`src/rtl/pipe_ctrl_chain.sv`:
```
// pipe_ctrl_chain
//   Linear chain of STAGES register stages with valid/ready handshaking at
//   both ends. Bubbles collapse: a stage moves forward whenever the stage
//   ahead of it is empty or empties on the same edge. A global freeze holds
//   every stage. A flush kills the FLUSH_DEPTH youngest stages, much like
//   a branch-taken squash.
//
// Ports
//   clk        rising-edge clock
//   rst        asynchronous reset, active low
//   in_valid   upstream offers in_data
//   in_data    upstream payload (DATA_W bits)
//   in_ready   stage 0 accepts this cycle (combinational)
//   freeze     global stall; all stages hold
//   flush      kills stages 0..FLUSH_DEPTH-1
//   out_valid  output stage holds a valid entry
//   out_data   payload of the output stage, shown even when out_valid is low
//   out_ready  downstream accepts
//   occupancy  number of valid stages (registered)
//   flush_cnt  saturating count of flushes that killed at least one entry
module pipe_ctrl_chain #(
  parameter int DATA_W      = 32,
  parameter int STAGES      = 5,
  parameter int FLUSH_DEPTH = 2
) (
  input  logic                        clk,
  input  logic                        rst,
  input  logic                        in_valid,
  input  logic [DATA_W-1:0]           in_data,
  output logic                        in_ready,
  input  logic                        freeze,
  input  logic                        flush,
  output logic                        out_valid,
  output logic [DATA_W-1:0]           out_data,
  input  logic                        out_ready,
  output logic [$clog2(STAGES+1)-1:0] occupancy,
  output logic [15:0]                 flush_cnt
);

  localparam int OCC_W = $clog2(STAGES + 1);

  logic [STAGES-1:0] r_v;
  logic [DATA_W-1:0] r_d [STAGES];
  logic [OCC_W-1:0]  r_occ;
  logic [15:0]       r_fcnt;
  logic              r_run;

  logic [STAGES-1:0] w_leave;
  logic [STAGES-1:0] w_load;
  logic [STAGES-1:0] w_v_nxt;
  logic              w_in_ready;
  logic              w_accept;
  logic              w_kill_any;

  function automatic logic [OCC_W-1:0] popcount(input logic [STAGES-1:0] v);
    logic [OCC_W-1:0] cnt;
    cnt = '0;
    for (int i = 0; i < STAGES; i++) begin
      cnt = cnt + OCC_W'(v[i]);
    end
    return cnt;
  endfunction

  // Per-stage "entry leaves this edge", resolved from the output back to stage 0.
  always_comb begin
    logic l_go;
    w_leave = '0;
    // When the flush reaches the output stage the entry is killed, not delivered.
    l_go = r_v[STAGES-1] & out_ready & ~freeze & ~(flush & (FLUSH_DEPTH == STAGES));
    w_leave[STAGES-1] = l_go;
    for (int i = STAGES - 2; i >= 0; i--) begin
      l_go = r_v[i] & ~freeze & (~r_v[i+1] | l_go);
      w_leave[i] = l_go;
    end
  end

  // r_run stays low until the first edge after reset release, gating acceptance.
  assign w_in_ready = r_run & ~freeze & ~flush & (~r_v[0] | w_leave[0]);
  assign w_accept   = in_valid & w_in_ready;
  assign w_kill_any = flush & (|r_v[FLUSH_DEPTH-1:0]);

  // Per-stage load enable and next valid vector, including the flush kill zone.
  always_comb begin
    w_load  = '0;
    w_v_nxt = r_v;
    w_load[0] = w_accept;
    for (int i = 1; i < STAGES; i++) begin
      // Nothing crosses into or inside the flushed zone; stage FLUSH_DEPTH
      // must not receive the entry being killed at FLUSH_DEPTH-1.
      if (flush && (i <= FLUSH_DEPTH)) begin
        w_load[i] = 1'b0;
      end else begin
        w_load[i] = w_leave[i-1];
      end
    end
    for (int i = 0; i < STAGES; i++) begin
      if (flush && (i < FLUSH_DEPTH)) begin
        w_v_nxt[i] = 1'b0;
      end else if (w_load[i]) begin
        w_v_nxt[i] = 1'b1;
      end else if (w_leave[i]) begin
        w_v_nxt[i] = 1'b0;
      end else begin
        w_v_nxt[i] = r_v[i];
      end
    end
  end

  // Stage registers, occupancy, flush counter and the post-reset run flag.
  always_ff @(posedge clk or negedge rst) begin
    if (!rst) begin
      r_v    <= '0;
      r_occ  <= '0;
      r_fcnt <= 16'h0000;
      r_run  <= 1'b0;
      for (int i = 0; i < STAGES; i++) begin
        r_d[i] <= '0;
      end
    end else begin
      r_run <= 1'b1;
      r_v   <= w_v_nxt;
      r_occ <= popcount(w_v_nxt);
      if (w_load[0]) begin
        r_d[0] <= in_data;
      end
      for (int i = 1; i < STAGES; i++) begin
        if (w_load[i]) begin
          r_d[i] <= r_d[i-1];
        end
      end
      if (w_kill_any && (r_fcnt != 16'hFFFF)) begin
        r_fcnt <= r_fcnt + 16'd1;
      end
    end
  end

  assign in_ready  = w_in_ready;
  assign out_valid = r_v[STAGES-1];
  assign out_data  = r_d[STAGES-1];
  assign occupancy = r_occ;
  assign flush_cnt = r_fcnt;

endmodule

```
`config.mk`:
```
export PLATFORM = sky130hd
export DESIGN_NAME = pipe_ctrl_chain
export DESIGN_NICKNAME = d
export VERILOG_FILES = /design/src/rtl/pipe_ctrl_chain.sv
export SDC_FILE = /design/constraint.sdc
export NUM_CORES = 1
export LEC_CHECK = 0
export CORE_MARGIN = 2
export CORE_UTILIZATION = 40
export CTS_BUF_LIST = sky130_fd_sc_hd__clkbuf_8
export DETAILED_ROUTE_END_ITERATION = 8
export GPL_TIMING_DRIVEN = 0
export PLACE_DENSITY = 0.59
export SLEW_MARGIN = 20
export SYNTH_ARGS = -nofsm -noshare
export SYNTH_HDL_FRONTEND = slang
export SYNTH_SLANG_ARGS = --single-unit
```
`constraint.sdc`:
```
create_clock -name clk -period 3.47 [get_ports clk]
set_clock_uncertainty 0.2 [all_clocks]
set_input_delay 1.041 -clock clk [delete_from_list [all_inputs] [get_ports clk]]
set_output_delay 1.041 -clock clk [all_outputs]
set_load 0.01 [all_outputs]
```
==> results of run 1 <==
==> cell type report <==
class                           count  area share
Buffer                             47     0.03977
Clock buffer                       18     0.02715
Clock inverter                     14     0.01906
Inverter                            8    0.003291
Multi-Input combinational cell    244      0.2697
Sequential cell                   185      0.5074
Tap cell                          229     0.03140
Timing Repair Buffer               92      0.1022
==> Yosys cell counts, types with 3 or more instances <==
cell type	count
a21oi_1	4
nand4_1	4
and3_1	3
mux2_1	3
inv_1	8
a31oi_1	3
nand2_1	5
nand3_1	6
buf_2	7
dfrtp_1	185
xnor2_1	6
xor2_1	5
nor2_1	4
a21o_1	3
buf_6	6
buf_4	34
nor3_1	4
mux2_2	158
==> cell families (layout without fill, tap and decap cells) <==
kind of cell	Yosys count	after routing	share of synthesized area
mux	161	161	0.2433
fa+ha+maj	4	4	0.008730
simple gates	46	46	0.04198
compound gates	21	21	0.01931
buf+inv	55	179	0.05205
xor+xnor	11	11	0.01293
flops	185	185	0.6212
other cells	1	1	0.0005032
==> metal layers <==
layer | part of all wire | GRT usage | routed length (um) | vias to the layer above
li1 | - | - | - | 1894
met1 | 0.45 | 0.1823 | 5952 | 2106
met2 | 0.49 | 0.2332 | 6463 | 74
met3 | 0.040 | 0.04239 | 517 | 14
met4 | 0.012 | 0.04526 | 155 | 0
met5 | 0 | 0 | 0 | -
==> worst max-delay path, cell delays in order <==
cell,delay [ns]
clkbuf_2,0.12
and4b_2,0.32
nand3_2,0.12
and3_1,0.20
dlygate4sd2_1,0.28
==> repair_timing <==
item / in CTS / in global routing
endpoints found under the setup margin: 4 / 1
buffers inserted: 1 / 0
gates resized for setup: 13 / 1
hold endpoints to repair: 0 / 0
==> sequential cells by signal, indices dropped and copies added (netlist names) <==
| register | flops |
|---|---|
| flush_cnt | 16 |
| occupancy | 3 |
| out_data | 32 |
| r_d | 128 |
| r_run | 1 |
| r_v | 5 |
==> cell usage in the layout, fill, tap and decap left out, types with 4 or more instances in the layout <==
cell	synthesis	layout
xnor2_1	6	6
a21oi_1	4	4
inv_1	8	9
clkinv_4	0	4
clkdlybuf4s50_1	0	85
clkbuf_8	0	18
buf_4	34	37
xor2_1	5	5
nand2_1	5	5
dfrtp_1	185	185
buf_6	6	6
nor3_1	4	4
nand3_1	6	5
nand4_1	4	4
mux2_2	158	158
buf_2	7	5
==> per-stage QoR <==
step	instance area (um^2)	utilization	std cells	total power [uW]
final	9124	0.5028	837	4933
after floorplan	7452	-	484	3135
after global routing	9124	0.5028	837	5224
after global placement	8640	0.4761	803	3464
after CTS	9129	0.5030	837	5007
after detailed placement	8672	0.4779	804	3500
==> power breakdown <==
| group | leakage (uW) | switching (uW) | internal (uW) |
|---|---|---|---|
| sequential | 0.00247 | 171 | 2470 |
| combinational | 0.00171 | 320 | 482 |
| clock | 0.000207 | 754 | 736 |
==> worst max-delay path by stage <==
stage	to	from	depth (start not counted)	slack [ns]
global route	in_ready	out_ready	5	0.11
floorplan	occupancy[1]	out_ready	9	0.11
global placement	r_d[147]	rst	1	-6.33
CTS	in_ready	out_ready	5	0.001
finish	in_ready	out_ready	5	0.16
detailed placement	occupancy[1]	freeze	10	-0.83
==> out/results.txt, run 1 <==
Cell row count -> 49
Root Driver -> clkbuf_8
Global route overflow -> 0
First-pass GRT wire length -> 21.98 mm
IO Pins -> 91
Initial antenna violation count -> 0
Die width -> 140.5 um
Relative slew slack -> 0.4503
Post-synth ARST share -> 1.000
Gpl congestion -> 0.7648
Chip height -> 140.5 um
Number of flops mapped to enable cells by yosys -> 0
Hold buffers post-CTS -> 0
Total Routing Usage GR -> 0.1421
Largest net degree at the start of global routing -> 100
Endpoints failing setup -> 0
CP arrival -> 2.07 ns
Register Area -> 0.004629 mm^2
Synth area leader -> dfrtp_1
Unique masters post-synth -> 45
Max rail drop VDD -> 305.7 uV
Synthesis Warnings -> 0
Vias/cell -> 4.884
Nets -> 637
PD cells -> 540.6 mW/mm^2
Fin crit period -> 3.314 ns
WS Path Type -> in2out
Period Utilization, post-route -> 0.9550
Skew-Pair Late Insertion Delay -> 0.44 ns
CTS Buffer Depth -> 2
Vias in the first global route -> 4,313
Seq cells post-synth -> 185
Htree depth -> 4
Max Slew Vio Count -> 0
Remaining antenna violation count after routing -> 0
Port bufs -> 90
Final worst slack -> 0.1560 ns
Worst-Margin Slew -> 0.8182 ns
Die area -> 0.01974 mm^2
Netlist Area Pre-Place -> 0.007452 mm^2
Max Fclk -> 301.7 MHz
Mapped Cells -> 484
Leakage -> 0.004383 uW
Sequential fraction of the synthesis area -> 0.6212
Multi-input logic area -> 0.002461 mm^2
WHS Path Cells -> 1
DR iter-0 viols -> 130
DRC -> 0
Worst slack at placement -> -0.8261 ns
Routed wire length -> 13.09 mm
CTS buffer count -> 17
Hold slack -> 0.3002 ns
CTS sink cnt -> 185
Hpwl dp -> 8.623 mm
Hold_sp -> r_d[128]
Drt pass-1 iters -> 4
Syn Area/Cell -> 15.40 um^2
CTS tree -> done
Unrepaired setup endpoints after global routing -> false
Core area -> 0.01815 mm^2
Ranking of synthesized cells by area -> dfrtp_1 62%, mux2_2 24%, buf_4 3.4%, buf_6 0.91%, xnor2_1 0.71%
Critical Path Source Type -> primary input
Worst R2R End -> occupancy[1]
HP Class -> reg2reg
Fillers -> 1,579
Vias after detailed routing -> 4,088
Max-cap viol count -> 0
# diodes -> 0
Starting Density -> 0.4106
Top cell type's share of synthesized area -> 0.6212
Critical path peak fanout -> 4
Hold violation count in the final report -> 0
Synth Flop Type -> dfrtp_1
Fraction of layout cells with a size suffix above 1 -> 0.4161
Critical Path RT -> 2.23 ns
Clk slew on worst S/H paths -> 0.09 ns
Syn nets -> 526
Drt wl/cell -> 15.64 um
Worst R2R Setup Slack -> 0.57 ns
Critical Path Sink Type -> output port
Status -> finished clean
Worst R2R Start -> r_v[2]
Synth-to-layout area growth -> 22.43%
Setup TNS -> 0 ns
Hold EP -> r_d[96]
Worst reg2reg path depth -> 9
Power figures use the tool's default switching activity.
==> inputs of run 2 (changes only) <==
--- a/config.mk
+++ b/config.mk
@@ -7,7 +7,6 @@
 export LEC_CHECK = 0
 export CORE_MARGIN = 2
 export CORE_UTILIZATION = 40
-export CTS_BUF_LIST = sky130_fd_sc_hd__clkbuf_8
 export DETAILED_ROUTE_END_ITERATION = 8
 export GPL_TIMING_DRIVEN = 0
 export PLACE_DENSITY = 0.59
==> run 2 against run 1 <==
Effect of this change:
- die area unchanged
- total power up 9.7%
- first-iteration DRC count down 13%
- global-route usage down 0.096 points
- non-clock buffer count unchanged
- sequential power about the same
- highest routed layer unchanged
- largest power group unchanged
- fmax about the same
- clock power up 32%
==> out/results.txt, run 2 (synthesis results as in run 1) <==
Setup TNS -> 0 ns (unchanged)
Synth-to-layout area growth -> 25.00%
Max reg flops -> 128 (unchanged)
Endpoints failing setup -> 0 (unchanged)
Hold buffers post-CTS -> 0 (unchanged)
Commonest non-fill, non-tap cell in the layout -> dfrtp_1
Initial antenna violation count -> 0 (unchanged)
CTS Buffer Depth -> 2 (unchanged)
Maximum single-stage delay on the critical path -> 0.32 ns (about the same)
Placed cell area -> 0.008672 mm^2 (unchanged)
Chip height -> 140.5 um (unchanged)
Final worst slack -> 0.1551 ns (-0.0009400 ns)
Non-filler cells, final -> 837 (unchanged)
Port bufs -> 90 (unchanged)
Nets -> 637 (unchanged)
Vias/cell -> 4.866 (-0.37%)
Die area -> 0.01974 mm^2 (unchanged)
Vias after detailed routing -> 4,073 (-0.37%)
Cell family with most CP delay -> simple AND/OR/NAND/NOR gates
Max rail drop VDD -> 333.7 uV (+9.1%)
CTS tree -> done
Most frequent cells in the layout -> 185 x dfrtp_1, 158 x mux2_2, 85 x clkdlybuf4s50_1
Critical path peak fanout -> 4 (unchanged)
Slowest CP cell -> and4b_2
Critical Path Source Type -> primary input
Fraction of layout cells with a size suffix above 1 -> 0.4161 (unchanged)
CTS sink cnt -> 185 (unchanged)
Max Slew Vio Count -> 0 (unchanged)
CP arrival -> 2.07 ns (about the same)
PD cells -> 581.0 mW/mm^2 (+7.5%)
Starting Density -> 0.4106 (unchanged)
Skew-Pair Late Insertion Delay -> 0.42 ns (-0.02 ns)
Critical Path Sink Type -> output port
Drt wl/cell -> 15.53 um (-0.68%)
Max-cap viol count -> 0 (unchanged)
Unrepaired setup endpoints after global routing -> false
Cell row count -> 49 (unchanged)
Remaining antenna violation count after routing -> 0 (unchanged)
WS Path Type -> in2out
DR iter-0 viols -> 113 (-13%)
# diodes -> 0 (unchanged)
Die width -> 140.5 um (unchanged)
Routed wire length -> 13.00 mm (-0.68%)
Placed cells -> 804 (unchanged)
CTS buffer count -> 17 (unchanged)
Status -> finished clean
Largest net degree at the start of global routing -> 100 (unchanged)
Max Fclk -> 301.7 MHz (about the same)
Worst slack at placement -> -0.8261 ns (unchanged)
DRC -> 0 (unchanged)
First-pass GRT wire length -> 21.92 mm (-0.25%)
Period Utilization, post-route -> 0.9553 (about the same)
Global route overflow -> 0 (unchanged)
Gpl congestion -> 0.7648 (unchanged)
Critical Path RT -> 2.23 ns (about the same)
Worst-Margin Slew -> 0.8058 ns (-0.01239 ns)
Worst path cell trace -> clkbuf_2, and4b_2, nand3_2, and3_1, dlygate4sd2_1
IO Pins -> 91 (unchanged)
Combined buffer and inverter count along the critical path -> 2 (unchanged)
Final Cell Area -> 0.009315 mm^2 (+2.1%)
Fin crit period -> 3.315 ns (+0.0009400 ns)
Clk slew on worst S/H paths -> 0.06 ns (-0.03 ns)
Drt pass-1 iters -> 4 (unchanged)
HP Class -> reg2reg
Vias in the first global route -> 4,296 (-0.39%)
Fillers -> 1,558 (-1.3%)
Hpwl dp -> 8.623 mm (unchanged)
Core area -> 0.01815 mm^2 (unchanged)
Total Routing Usage GR -> 0.1412 (-0.0009588)
Hold violation count in the final report -> 0 (unchanged)
Root Driver -> clkbuf_16
Relative slew slack -> 0.4586 (+0.008327)
Top reg by flops -> r_d
Htree depth -> 4 (unchanged)
Leakage -> 0.004466 uW (+1.9%)
run 2: cell types whose count changed in the layout (fill, tap and decap cells not counted):
cell / change
clkbuf_16: +17
clkbuf_8: -17
clkbuf_1: +1
inv_1: -1
run 2: layout make-up:
cell class | instances | area (um^2) | share of cell area
Buffer | 47 | 362.8 | 0.03895
Clock buffer | 19 | 442.9 | 0.04755
Clock inverter | 13 | 170.2 | 0.01827
Inverter | 8 | 30.03 | 0.003224
Multi-Input combinational cell | 244 | 2461 | 0.2642
Sequential cell | 185 | 4629 | 0.4970
Tap cell | 229 | 286.5 | 0.03076
Timing Repair Buffer | 92 | 932.1 | 0.1001
run 2: repair_timing:
action                     in CTS  in global routing
setup buffers                   1                  0
setup endpoints to repair       4                  2
gates resized for setup        13                  1
pin swaps                       0                  0
run 2: per-stage QoR:
step	util	hold WS (ns)	total power, uW
final	0.5133	0.2895	5413
after global routing	0.5133	0.3096	5706
after CTS	0.5136	0.2954	5495
after detailed placement	0.4779	0.2711	3500
after global placement	0.4761	0.2659	3464
after floorplan	-	0.2522	3135
run 2: worst register-to-register path: cells and delay by family (launching register included):
kind | cells | cell delay, ns
fa+ha+maj | 3 | 1.11
flops | 1 | 0.43
simple gates | 3 | 0.59
buf+inv | 2 | 0.33
compound gates | 1 | 0.15
run 2: final timing paths:
check	end	cells past startpoint	from	slack (ns)
min in group asynchronous	flush_cnt[12]	1	rst	0.46
min	r_d[127]	1	r_d[127]	0.29
max reg2reg	occupancy[1]	9	r_v[2]	0.57
max	in_ready	5	out_ready	0.16
min reg2reg	r_d[127]	1	r_d[127]	0.29
max in group asynchronous	out_data[28]	2	rst	1.72
run 2: report_power, final:
| group | switching, uW | internal [uW] | total (uW) |
|---|---|---|---|
| logic | 318 | 482 | 800 |
| registers | 171 | 2470 | 2640 |
| clock network | 808 | 1160 | 1970 |
run 2: routing by layer:
layer / up-vias / share of wire / GRT usage
li1: 1900 / - / -
met1: 2085 / 0.45 / 0.1826
met2: 70 / 0.49 / 0.2319
met3: 18 / 0.035 / 0.03214
met4: 0 / 0.018 / 0.05632
met5: - / 0 / 0
